## config.mk

```make
export PLATFORM = sky130hd
export DESIGN_NAME = l1_mem_arbiter
export DESIGN_NICKNAME = d
export VERILOG_FILES = /design/src/rtl/l1_mem_arbiter_pkg.sv /design/src/rtl/l1_mem_arbiter_flops.sv /design/src/rtl/l1_mem_arbiter.sv
export SDC_FILE = /design/constraint.sdc
export NUM_CORES = 1
export LEC_CHECK = 0
export ABC_AREA = 1
export CORE_AREA = 2 2 227 229
export CTS_BUF_LIST = sky130_fd_sc_hd__clkbuf_8
export DETAILED_ROUTE_END_ITERATION = 8
export DIE_AREA = 0 0 229 231
export PLACE_DENSITY_LB_ADDON = 0.25
export SYNTH_ARGS = -nofsm -noshare
export SYNTH_HDL_FRONTEND = slang
export SYNTH_SLANG_ARGS = --single-unit
```

## constraint.sdc

```tcl
create_clock -name CLK -period 1.2 [get_ports CLK]
set_input_delay 0.18 -clock CLK [delete_from_list [all_inputs] [get_ports CLK]]
set_output_delay 0.18 -clock CLK [all_outputs]
set_load 0.005 [all_outputs]
```

## src/rtl/l1_mem_arbiter_pkg.sv

```systemverilog
// Shared types and constants for the L1 read arbiter: FSM state and owner encodings.
// Latency: n/a (declarations only).
// Backpressure: n/a.
package l1_mem_arbiter_pkg;

    typedef enum logic [1:0] {
        IDLE = 2'd0,
        ADDR = 2'd1,
        DATA = 2'd2
    } rd_state_t;

    localparam logic OWN_IL1 = 1'b0;
    localparam logic OWN_DL1 = 1'b1;

    // Round-robin pick: a lone requester wins; on a tie the master that
    // did not complete the previous burst wins.
    function automatic logic pick_owner(input logic il1_req,
                                        input logic dl1_req,
                                        input logic last_owner);
        logic win;
        if (il1_req && dl1_req) begin
            win = ~last_owner;
        end else if (dl1_req) begin
            win = OWN_DL1;
        end else begin
            win = OWN_IL1;
        end
        return win;
    endfunction

endpackage

```

## src/rtl/l1_mem_arbiter_flops.sv

```systemverilog
// Generic flop primitives: gen_dffr (plain) and gen_rsffr (load-enabled), async active-low reset.
// Latency: 1 cycle d->q.
// Backpressure: n/a; gen_rsffr holds its value while en is low.
module gen_dffr #(
    parameter int             W       = 1,
    parameter logic [W-1:0]   RST_VAL = '0
) (
    input  logic         clk,
    input  logic         rst_n,
    input  logic [W-1:0] d,
    output logic [W-1:0] q
);

    always_ff @(posedge clk or negedge rst_n) begin
        if (!rst_n) begin
            q <= RST_VAL;
        end else begin
            q <= d;
        end
    end

endmodule

module gen_rsffr #(
    parameter int             W       = 1,
    parameter logic [W-1:0]   RST_VAL = '0
) (
    input  logic         clk,
    input  logic         rst_n,
    input  logic         en,
    input  logic [W-1:0] d,
    output logic [W-1:0] q
);

    always_ff @(posedge clk or negedge rst_n) begin
        if (!rst_n) begin
            q <= RST_VAL;
        end else if (en) begin
            q <= d;
        end
    end

endmodule

```

## src/rtl/l1_mem_arbiter.sv

```systemverilog
// Shares one memory AXI port between IL1 and DL1: round-robin read arbitration, one read outstanding; DL1 writes pass through.
// Latency: grant 1 cycle after ARVALID in IDLE; R channel and write channels are combinational (0 cycles).
// Backpressure: owner RREADY drives MEM_RREADY directly; non-owner ARREADY held low until granted; writes carry ready/valid 1:1.
// Ports: IL1_AR*/R* and DL1_AR*/R* from the caches, DL1_AW*/W*/B* write path, MEM_* toward L2/interconnect.
module l1_mem_arbiter
    import l1_mem_arbiter_pkg::*;
#(
    parameter int AW = 32,
    parameter int DW = 64
) (
    input  logic            CLK,
    input  logic            RSTn,
    // IL1 read
    input  logic [AW-1:0]   IL1_ARADDR,
    input  logic [7:0]      IL1_ARLEN,
    input  logic [1:0]      IL1_ARBURST,
    input  logic            IL1_ARVALID,
    output logic            IL1_ARREADY,
    output logic [DW-1:0]   IL1_RDATA,
    output logic [1:0]      IL1_RRESP,
    output logic            IL1_RLAST,
    output logic            IL1_RVALID,
    input  logic            IL1_RREADY,
    // DL1 read
    input  logic [AW-1:0]   DL1_ARADDR,
    input  logic [7:0]      DL1_ARLEN,
    input  logic [1:0]      DL1_ARBURST,
    input  logic            DL1_ARVALID,
    output logic            DL1_ARREADY,
    output logic [DW-1:0]   DL1_RDATA,
    output logic [1:0]      DL1_RRESP,
    output logic            DL1_RLAST,
    output logic            DL1_RVALID,
    input  logic            DL1_RREADY,
    // DL1 write
    input  logic [AW-1:0]   DL1_AWADDR,
    input  logic [7:0]      DL1_AWLEN,
    input  logic [1:0]      DL1_AWBURST,
    input  logic            DL1_AWVALID,
    output logic            DL1_AWREADY,
    input  logic [DW-1:0]   DL1_WDATA,
    input  logic [DW/8-1:0] DL1_WSTRB,
    input  logic            DL1_WLAST,
    input  logic            DL1_WVALID,
    output logic            DL1_WREADY,
    output logic [1:0]      DL1_BRESP,
    output logic            DL1_BVALID,
    input  logic            DL1_BREADY,
    // Memory side read
    output logic [AW-1:0]   MEM_ARADDR,
    output logic [7:0]      MEM_ARLEN,
    output logic [1:0]      MEM_ARBURST,
    output logic            MEM_ARVALID,
    input  logic            MEM_ARREADY,
    input  logic [DW-1:0]   MEM_RDATA,
    input  logic [1:0]      MEM_RRESP,
    input  logic            MEM_RLAST,
    input  logic            MEM_RVALID,
    output logic            MEM_RREADY,
    // Memory side write
    output logic [AW-1:0]   MEM_AWADDR,
    output logic [7:0]      MEM_AWLEN,
    output logic [1:0]      MEM_AWBURST,
    output logic            MEM_AWVALID,
    input  logic            MEM_AWREADY,
    output logic [DW-1:0]   MEM_WDATA,
    output logic [DW/8-1:0] MEM_WSTRB,
    output logic            MEM_WLAST,
    output logic            MEM_WVALID,
    input  logic            MEM_WREADY,
    input  logic [1:0]      MEM_BRESP,
    input  logic            MEM_BVALID,
    output logic            MEM_BREADY
);

    logic [1:0] state_raw;
    logic [1:0] state_nxt_raw;
    rd_state_t  state;
    rd_state_t  state_nxt;
    logic       owner;
    logic       owner_nxt;
    logic       owner_en;
    logic       last;
    logic       last_en;
    logic       ar_hs;
    logic       r_done;

    // ---------------- state register ----------------
    gen_dffr #(.W(2), .RST_VAL(2'(IDLE))) u_state (
        .clk(CLK), .rst_n(RSTn), .d(state_nxt_raw), .q(state_raw)
    );

    gen_rsffr #(.W(1), .RST_VAL(OWN_IL1)) u_owner (
        .clk(CLK), .rst_n(RSTn), .en(owner_en), .d(owner_nxt), .q(owner)
    );

    // last is only updated when a burst retires, so it always names the
    // master that most recently finished.
    gen_rsffr #(.W(1), .RST_VAL(OWN_IL1)) u_last (
        .clk(CLK), .rst_n(RSTn), .en(last_en), .d(owner), .q(last)
    );

    assign state         = rd_state_t'(state_raw);
    assign state_nxt_raw = 2'(state_nxt);

    assign ar_hs  = MEM_ARVALID & MEM_ARREADY;
    assign r_done = MEM_RVALID & MEM_RREADY & MEM_RLAST;

    // ---------------- next-state logic ----------------
    always_comb begin
        state_nxt = state;
        owner_nxt = pick_owner(IL1_ARVALID, DL1_ARVALID, last);
        owner_en  = 1'b0;
        last_en   = 1'b0;
        case (state)
            IDLE: begin
                if (IL1_ARVALID || DL1_ARVALID) begin
                    state_nxt = ADDR;
                    owner_en  = 1'b1;
                end
            end
            // Stays here even if the owner drops ARVALID: masters are
            // required to hold AR until accepted.
            ADDR: begin
                if (ar_hs) begin
                    state_nxt = DATA;
                end
            end
            DATA: begin
                if (r_done) begin
                    state_nxt = IDLE;
                    last_en   = 1'b1;
                end
            end
            default: state_nxt = IDLE;
        endcase
    end

    // ---------------- output logic ----------------
    always_comb begin
        MEM_ARADDR  = (owner == OWN_DL1) ? DL1_ARADDR  : IL1_ARADDR;
        MEM_ARLEN   = (owner == OWN_DL1) ? DL1_ARLEN   : IL1_ARLEN;
        MEM_ARBURST = (owner == OWN_DL1) ? DL1_ARBURST : IL1_ARBURST;
        MEM_ARVALID = 1'b0;
        IL1_ARREADY = 1'b0;
        DL1_ARREADY = 1'b0;
        MEM_RREADY  = 1'b0;
        IL1_RVALID  = 1'b0;
        DL1_RVALID  = 1'b0;
        case (state)
            ADDR: begin
                if (owner == OWN_DL1) begin
                    MEM_ARVALID = DL1_ARVALID;
                    DL1_ARREADY = MEM_ARREADY;
                end else begin
                    MEM_ARVALID = IL1_ARVALID;
                    IL1_ARREADY = MEM_ARREADY;
                end
            end
            DATA: begin
                if (owner == OWN_DL1) begin
                    MEM_RREADY = DL1_RREADY;
                    DL1_RVALID = MEM_RVALID;
                end else begin
                    MEM_RREADY = IL1_RREADY;
                    IL1_RVALID = MEM_RVALID;
                end
            end
            default: ;
        endcase
    end

    // R payload is broadcast; only RVALID qualifies the receiver.
    assign IL1_RDATA = MEM_RDATA;
    assign IL1_RRESP = MEM_RRESP;
    assign IL1_RLAST = MEM_RLAST;
    assign DL1_RDATA = MEM_RDATA;
    assign DL1_RRESP = MEM_RRESP;
    assign DL1_RLAST = MEM_RLAST;

    // DL1 is the only writer, so the write channels are plain wires.
    assign MEM_AWADDR  = DL1_AWADDR;
    assign MEM_AWLEN   = DL1_AWLEN;
    assign MEM_AWBURST = DL1_AWBURST;
    assign MEM_AWVALID = DL1_AWVALID;
    assign DL1_AWREADY = MEM_AWREADY;
    assign MEM_WDATA   = DL1_WDATA;
    assign MEM_WSTRB   = DL1_WSTRB;
    assign MEM_WLAST   = DL1_WLAST;
    assign MEM_WVALID  = DL1_WVALID;
    assign DL1_WREADY  = MEM_WREADY;
    assign DL1_BRESP   = MEM_BRESP;
    assign DL1_BVALID  = MEM_BVALID;
    assign MEM_BREADY  = DL1_BREADY;

endmodule

```

==> results of run 1 <==
power by group:
| part | internal, mW | total (mW) | switching (mW) |
|---|---|---|---|
| combinational | 3.15 | 5.91 | 2.76 |
| sequential | 0.206 | 0.273 | 0.0676 |
| clock | 0.218 | 0.286 | 0.0682 |
| total | 3.58 | 6.47 | 2.89 |
timing repair:
| item | in CTS | in global routing |
|---|---|---|
| setup buffers | 35 | 0 |
| setup endpoints to repair | 53 | 54 |
| pin swaps | 15 | 19 |
| resized for setup | 250 | 87 |
| hold buffers | 0 | 0 |
| gates cloned | 4 | 1 |
per-stage QoR:
step,area (um^2),TNS [ns]
final,3800,-12.90
after global routing,3800,-16.43
after CTS,3770,-18.41
after detailed placement,3190,-19.48
after global placement,3190,-19.28
after floorplan,2740,0
registers in the layout, summed over array words and instances, names as in the netlist:
| register | cells |
|---|---|
| u_last.q | 1 |
| u_owner.q | 1 |
| u_state.q | 2 |
cells in the final DEF (no fill, tap or decap), types with 2 or more instances in the layout:
cell type        Yosys  final
buf_6                4     20
buf_2                4     37
nand2_2              0     47
clkdlybuf4s15_1      0      3
clkdlybuf4s50_1      0     92
inv_1                7      7
nand2_4              0     16
buf_8                0     10
dfrtp_1              4      3
nor3_2               0      2
nor2_4               0      2
clkbuf_8             0      3
buf_4              258      9
nand2_1            143     80
buf_12               0     10
clkbuf_2             0      5
nor3_4               0      2
routing by layer:
| layer | GRT usage, % | routed length (um) |
|---|---|---|
| met1 | 3.97 | 3910 |
| met2 | 8.73 | 7030 |
| met3 | 3.40 | 2590 |
| met4 | 5.11 | 1530 |
| met5 | 0.0919 | 0 |
worst paths after layout:
check,start,end,slack (ns),cells after the start
max in group asynchronous,RSTn,u_owner.q,0.82,1
setup reg to reg,u_owner.q,u_state.q[0],-0.10,8
min in group CLK,DL1_WDATA[0],MEM_WDATA[0],0.36,0
hold reg to reg,u_last.q,u_last.q,0.48,2
setup / recovery,u_owner.q,MEM_ARADDR[9],-0.33,7
hold / removal,RSTn,u_owner.q,0.18,1
cell families after synthesis:
kind of cell           synth area share (%)
flip-flops                             3.66
buffers and inverters                  74.3
AND/OR/NAND/NOR                        21.4
AO/OA/AOI/OAI                         0.640
layout make-up:
| type | count | area, um^2 | area share (%) |
|---|---|---|---|
| sequential | 4 | 101 | 2.67 |
| clock buffer | 3 | 41.3 | 1.09 |
| timing repair buffer | 189 | 1870 | 49.2 |
| inverter | 8 | 35.0 | 0.923 |
| tap | 680 | 851 | 22.4 |
| clock inverter | 1 | 3.75 | 0.0989 |
| multi-input combinational | 156 | 896 | 23.6 |
==> impl_metrics.ini, run 1 <==
[timing]
final-setup-viol-count = 51
period_share_pct = 128
fin_crit_ns = 1.53
max_freq_mhz = 653
tightestPinTransition_ns = 0.224
hold_viol = 0
rsz0062_at_grt = yes
maxSlewHeadroom_pct = 84.9
slew_viol_final = 0
whs_ns = 0.183
setup_ws_ns = -0.331
skew_ns = 0.00412

[routing]
dr.pass1.iters = 4
drt_iter0_drc = 94
drtAntennaViolNets = 0
viasPerCell = 2.06
drcViolationCount = 0
routed-via-count = 2145
routed_wl_mm = 15.0
wire_per_inst_um = 14.5

[synthesis]
synth_common_cells = buf_4, nand2_1, inv_1
synth.distinct_cells = 15
synth_top_cells_by_area = buf_4, nand2_1, dfrtp_1, buf_6, inv_1
syn_area_per_cell_um2 = 6.31
synth_top_area_share_pct = 70.8
syn_inst = 434
yosys_warnings = 0
ys.flop_type = dfrtp_1
synth_edf_count = 0
ys_seq_area_share_pct = 3.66
syn_area_um2 = 2740
ys_ff_latch = 4
syn_nets = 716
yosysMostFrequentCell = buf_4
synth_top_area_cell = buf_4
postSynth.asyncResetShare_pct = 100

[global_routing]
grt_use_total_pct = 5.21
grt-ovfl-total = 0
grt_max_degree = 15
grt_pass1_wl_mm = 18.8
grt_pass1_vias = 2307
antenna_found_initial = 0

[clock_network]
cts_buffer_depth = 2
clock_sinks = 4
cts.htree.levels = 1
clock_latency_ns = 0.22
cts_tree = built
cts_root_buf = clkbuf_8
clk_pin_slew_ns = 0.03
cts_buffers = 3

[power]
worst_ir_drop_vdd_v = 0.000587
pwr_density_cell_nw_per_um2 = 1700
power_mw = 6.47
p_leak_nw = 1.55

[layout]
fin_util_pct = 7.49
stdcell_count = 1041
antenna_cells = 0
drive_above_1_share_pct = 47.4
nNetsFinal = 644
fill_cells = 6076
syn_to_final_growth_pct = 38.7

[worst_setup_path]
crit_arrival_ns = 1.35
critPathMaxFanout = 6
critPathBufInv = 5
path_class = reg2out
critical_path.top_delay_family = buffers and inverters
crit_chain = clkinv_4 -> buf_12 -> buf_12 -> buf_8 -> nand2_1 -> nand2_1 -> clkbuf_2
required_ns = 1.02
cp-end-kind = primary output
critPathMaxStageDelay_ns = 0.41
crit_path_start_kind = flip-flop
slowest_stage = dfrtp_2

[floorplanning]
pin_count = 587
coreArea_um2 = 50700
design.die.area_um2 = 52900
die-height_um = 231
start_util_pct = 5.40
num_rows = 83
die_x_um = 229

[run_status]
failed_checks = negative setup slack
status = complete, but fails checks

[place]
dp_hpwl_mm = 11.3
place_inst = 1007
portBuffers = 142
dp_slack_ns = -0.489
gp_congestion = 0.657

[job]
cap_violations = 0

[hold_path]
min_path_type = in2async
Power figures use the tool's default switching activity.
==> inputs of run 2 (changes only) <==
CORE_AREA = 2 2 226 228   (was 2 2 227 229)
DIE_AREA = 0 0 228 230   (was 0 0 229 231)
clock period = 1.3 ns   (was 1.2 ns; I/O delays follow)
==> impl_metrics.ini, run 2 (synthesis gave the netlist of run 1 again) <==
[run_status]
status = complete, but fails checks
failed_checks = negative setup slack

[hold_path]
min_path_type = in2async

[timing]
final-setup-viol-count = 51
slew_viol_final = 0
whs_ns = 0.190
hold_viol = 0
max_freq_mhz = 600
fin_crit_ns = 1.67
rsz0062_at_grt = yes
tightestPinTransition_ns = 0.265
period_share_pct = 128
maxSlewHeadroom_pct = 82.3
setup_ws_ns = -0.368
setup_tns_ns = -14.44
skew_ns = 0.00344

[global_routing]
grt_util_met1_pct = 4.20
met2_usage_pct = 8.26
grt-ovfl-total = 0
grt_pass1_wl_mm = 18.4
grt_use_total_pct = 4.97
grt_max_degree = 15
top_usage_layer = met2
met3_usage_pct = 3.42
antenna_found_initial = 1
grt_pass1_vias = 2449

[place]
dp_hpwl_mm = 9.93
portBuffers = 142
gp_congestion = 0.687
place_inst = 993

[power]
p_leak_nw = 1.63
power_mw = 6.50
pwr_density_cell_nw_per_um2 = 1650
worst_ir_drop_vdd_v = 0.000706

[layout]
syn_to_final_growth_pct = 44.2
drive_above_1_share_pct = 48.2
layout_commonest_cell = clkdlybuf4s50_1
multi_input_area_um2 = 895
fill_cells = 5948
antenna_cells = 0
final-seq-area_um2 = 101
nNetsFinal = 650
largest_reg_flops = 2
reg_top3 = u_state.q: 2 flops, u_last.q: 1 flops, u_owner.q: 1 flops
fin_util_pct = 7.91
top_register = u_state.q
stdcell_count = 1039
mostFrequentLayoutCells = clkdlybuf4s50_1, nand2_1, nand2_2

[clock_network]
cts_buffers = 3
clk_pin_slew_ns = 0.03
clock_sinks = 4
cts_root_buf = clkbuf_8
clock_latency_ns = 0.22
cts_buffer_depth = 2
hold_buffers = 0
cts_tree = built
cts.htree.levels = 1

[routing]
drcViolationCount = 0
routed-via-count = 2196
viasPerCell = 2.11
wire_per_inst_um = 13.5
dr.pass1.iters = 4
routed_wl_mm = 14.0
drt_iter0_drc = 39
drtAntennaViolNets = 0

[worst_setup_path]
ff2ff_path_depth = 9
cp-end-kind = primary output
path_class = reg2out
slowest_stage = dfrtp_2
r2r_slack_ns = -0.13
crit_chain = buf_12 -> clkinv_16 -> buf_16 -> buf_12 -> buf_8 -> nand2_1 -> nand2_1 -> buf_2
rr_endpoint = u_state.q[0]
critPathBufInv = 6
crit_path_start_kind = flip-flop
required_ns = 1.11
timing.rr.start = u_owner.q
critPathMaxFanout = 5
crit_arrival_ns = 1.47
critical_path.top_delay_family = buffers and inverters
critPathMaxStageDelay_ns = 0.41
crit_path_start = u_owner.q

[floorplanning]
coreArea_um2 = 49900
pin_count = 587
num_rows = 82
die_x_um = 228
start_util_pct = 5.49
design.die.area_um2 = 52400
die-height_um = 230

[job]
cap_violations = 0
==> run 2: cell count changes in the layout (fill, tap and decap cells not counted), sizes merged <==
cell | previous run | this run
buf | 87 | 94
clkbuf | 9 | 6
dlygate4sd2 | 0 | 2
==> run 2: worst max-delay path by stage <==
stage | endpoint | slack (ns) | depth (start not counted)
2_1_floorplan | DL1_RVALID | 0.30 | 3
3_3_place_gp | MEM_ARVALID | -0.44 | 6
3_5_place_dp | MEM_ARVALID | -0.41 | 6
4_1_cts | MEM_ARLEN[3] | -0.40 | 8
5_1_grt | MEM_ARADDR[26] | -0.43 | 8
6_report | MEM_ARADDR[26] | -0.37 | 8
==> run 2: per-stage QoR <==
| step | instance area (um^2) | setup slack (ns) |
|---|---|---|
| finish | 3950 | -0.368 |
| global route | 3950 | -0.432 |
| CTS | 3770 | -0.399 |
| detailed placement | 3130 | -0.415 |
| global placement | 3130 | -0.440 |
| floorplan | 2740 | 0.297 |
==> run 2: per-layer routing <==
| metal | vias to the layer above | part of all wire [%] |
|---|---|---|
| met5 | - | 0.086 |
| met4 | 2 | 7.2 |
| met3 | 120 | 17 |
| met2 | 296 | 47 |
| met1 | 866 | 29 |
| li1 | 912 | - |
==> run 2: layout make-up <==
cell class	instances	share of cell area, %
clock inverter	1	0.0951
sequential	4	2.57
tap	672	21.3
inverter	8	1.43
multi-input combinational	156	22.7
clock buffer	3	1.05
timing repair buffer	195	50.9
==> run 2: worst register-to-register path, cell delays in order (launching register included) <==
cell	delay, ns
dfrtp_2	0.41
buf_12	0.14
clkinv_16	0.07
buf_12	0.14
buf_8	0.12
nand2_4	0.05
nand2_4	0.06
buf_6	0.11
o21bai_1	0.14
nand2_1	0.06
==> run 2: power breakdown <==
group          leakage [nW]  internal [mW]  switching [mW]  total, mW
combinational          1.55           3.35            2.64       5.99
sequential           0.0489          0.190          0.0550      0.245
clock                0.0269          0.202          0.0686      0.270
total                  1.63           3.74            2.76       6.50
==> run 2: repair_timing <==
action                     4_1_cts  5_1_grt
resized for setup              281       64
setup endpoints to repair       51       51
cloned                           6        0
setup buffers                   36        6
pin swaps                       18       16
==> inputs of run 3 (changes only) <==
GPL_TIMING_DRIVEN = 0   (was unset)
PLACE_DENSITY_LB_ADDON = 0.3   (was 0.25)
==> impl_metrics.ini, run 3 (synthesis gave the netlist of run 1 again) <==
[hold_path]
min_path_type = in2async

[timing]
tightestPinTransition_ns = 0.273
fin_crit_ns = 1.57
max_freq_mhz = 635
period_share_pct = 121
skew_ns = 0.000749
maxSlewHeadroom_pct = 81.7
slew_viol_final = 0
hold_viol = 0
final-setup-viol-count = 48
rsz0062_at_grt = yes
setup_ws_ns = -0.275

[floorplanning]
num_rows = 82
pin_count = 587
design.die.area_um2 = 52400
die-height_um = 230
die_x_um = 228
start_util_pct = 5.49
coreArea_um2 = 49900

[worst_setup_path]
required_ns = 1.11
crit_arrival_ns = 1.38
critPathMaxFanout = 6
path_class = reg2out
crit_path_start_kind = flip-flop
cp-end-kind = primary output

[place]
gp_congestion = 0.860
place_inst = 1503
dp_hpwl_mm = 16.7
portBuffers = 397

[routing]
viasPerCell = 2.53
routed_wl_mm = 19.3
wire_per_inst_um = 12.6
routed-via-count = 3871
drtAntennaViolNets = 0
dr.pass1.iters = 4
drcViolationCount = 0
drt_iter0_drc = 79

[layout]
largest_reg_flops = 2
reg_top3 = u_state.q: 2 flops, u_last.q: 1 flops, u_owner.q: 1 flops
syn_to_final_growth_pct = 199
fill_cells = 5636
top_register = u_state.q
layout_commonest_cell = clkdlybuf4s50_1
nNetsFinal = 1141
drive_above_1_share_pct = 47.3
mostFrequentLayoutCells = clkdlybuf4s50_1, buf_4, nand2_1
stdcell_count = 1530

[run_status]
failed_checks = negative setup slack
status = complete, but fails checks

[clock_network]
clock_sinks = 4
cts_root_buf = clkbuf_8
clk_pin_slew_ns = 0.03
cts_buffers = 3
cts.htree.levels = 1
cts_buffer_depth = 2
clock_latency_ns = 0.22
cts_tree = built

[power]
worst_ir_drop_vdd_v = 0.000591
power_mw = 7.03
pwr_density_cell_nw_per_um2 = 860
p_leak_nw = 3.77

[job]
cap_violations = 0

[global_routing]
grt_pass1_wl_mm = 25.0
grt_pass1_vias = 3857
antenna_found_initial = 2
grt_max_degree = 11
grt_use_total_pct = 6.30
grt-ovfl-total = 0
-- run 3: changes by cell type in the layout (fill, tap and decap cells not counted), moves of 12 or more --
cell,previous run,this run
nand2_4,14,26
buf_2,37,25
clkdlybuf4s50_1,92,348
buf_4,11,266
nand2_2,50,29
-- run 3: final cells by class --
cell class / instances / area, um^2 / area share, %
Antenna cell: 1 / 2.50 / 0.0306
Buffer: 263 / 2050 / 25.1
Clock buffer: 3 / 41.3 / 0.505
Inverter: 8 / 37.5 / 0.459
Multi-Input combinational cell: 156 / 942 / 11.5
Sequential cell: 4 / 101 / 1.24
Tap cell: 672 / 841 / 10.3
Timing Repair Buffer: 423 / 4170 / 50.9
-- run 3: final timing paths --
path | start | to | slack (ns) | cells after the start
max | u_owner.q | IL1_RVALID | -0.27 | 6
min | RSTn | u_state.q[0] | 0.19 | 1
max reg2reg | u_owner.q | u_last.q | 0.05 | 9
min reg2reg | u_last.q | u_last.q | 0.49 | 2
max in group asynchronous | RSTn | u_owner.q | 0.92 | 1
min in group CLK | u_last.q | u_last.q | 0.49 | 2
-- run 3: stage by stage --
stage	hold WS [ns]	area, um^2	setup WS (ns)	util (%)	TNS [ns]
after global placement	0.418	7550	-0.861	15.1	-26.24
after detailed placement	0.416	7550	-0.836	15.1	-26.00
after CTS	0.190	7720	-0.522	15.5	-11.93
final	0.187	8180	-0.275	16.4	-10.43
after global routing	0.191	8180	-0.352	16.4	-13.72
after floorplan	-0.101	2740	0.297	-	0
-- run 3: what timing repair did --
item | 4_1_cts | 5_1_grt
pin swaps | 2 | 21
hold buffers | 0 | 0
endpoints found under the setup margin | 50 | 50
gates cloned | 0 | 4
resized for setup | 175 | 148
setup buffers | 6 | 17
-- run 3: worst max-delay path, stage by stage, from the launching register on --
cell and delay, ns:
dfrtp_2 0.45, buf_12 0.16, buf_6 0.11, buf_6 0.11, buf_6 0.10, nor3_2 0.08, buf_2 0.15
-- run 3: layer usage --
layer | GRT usage (%) | part of all wire, % | vias to the layer above | wire length, um
met5 | 0 | 0.067 | - | 13
met4 | 0.878 | 0.65 | 2 | 125
met3 | 1.85 | 9.4 | 9 | 1820
met2 | 12.6 | 56 | 288 | 10700
met1 | 6.52 | 34 | 1681 | 6580
li1 | - | - | 1891 | -
-- run 3: power by group --
group          switching (mW)  internal, mW
combinational            2.73          3.78
clock                  0.0622         0.197
sequential             0.0780         0.190
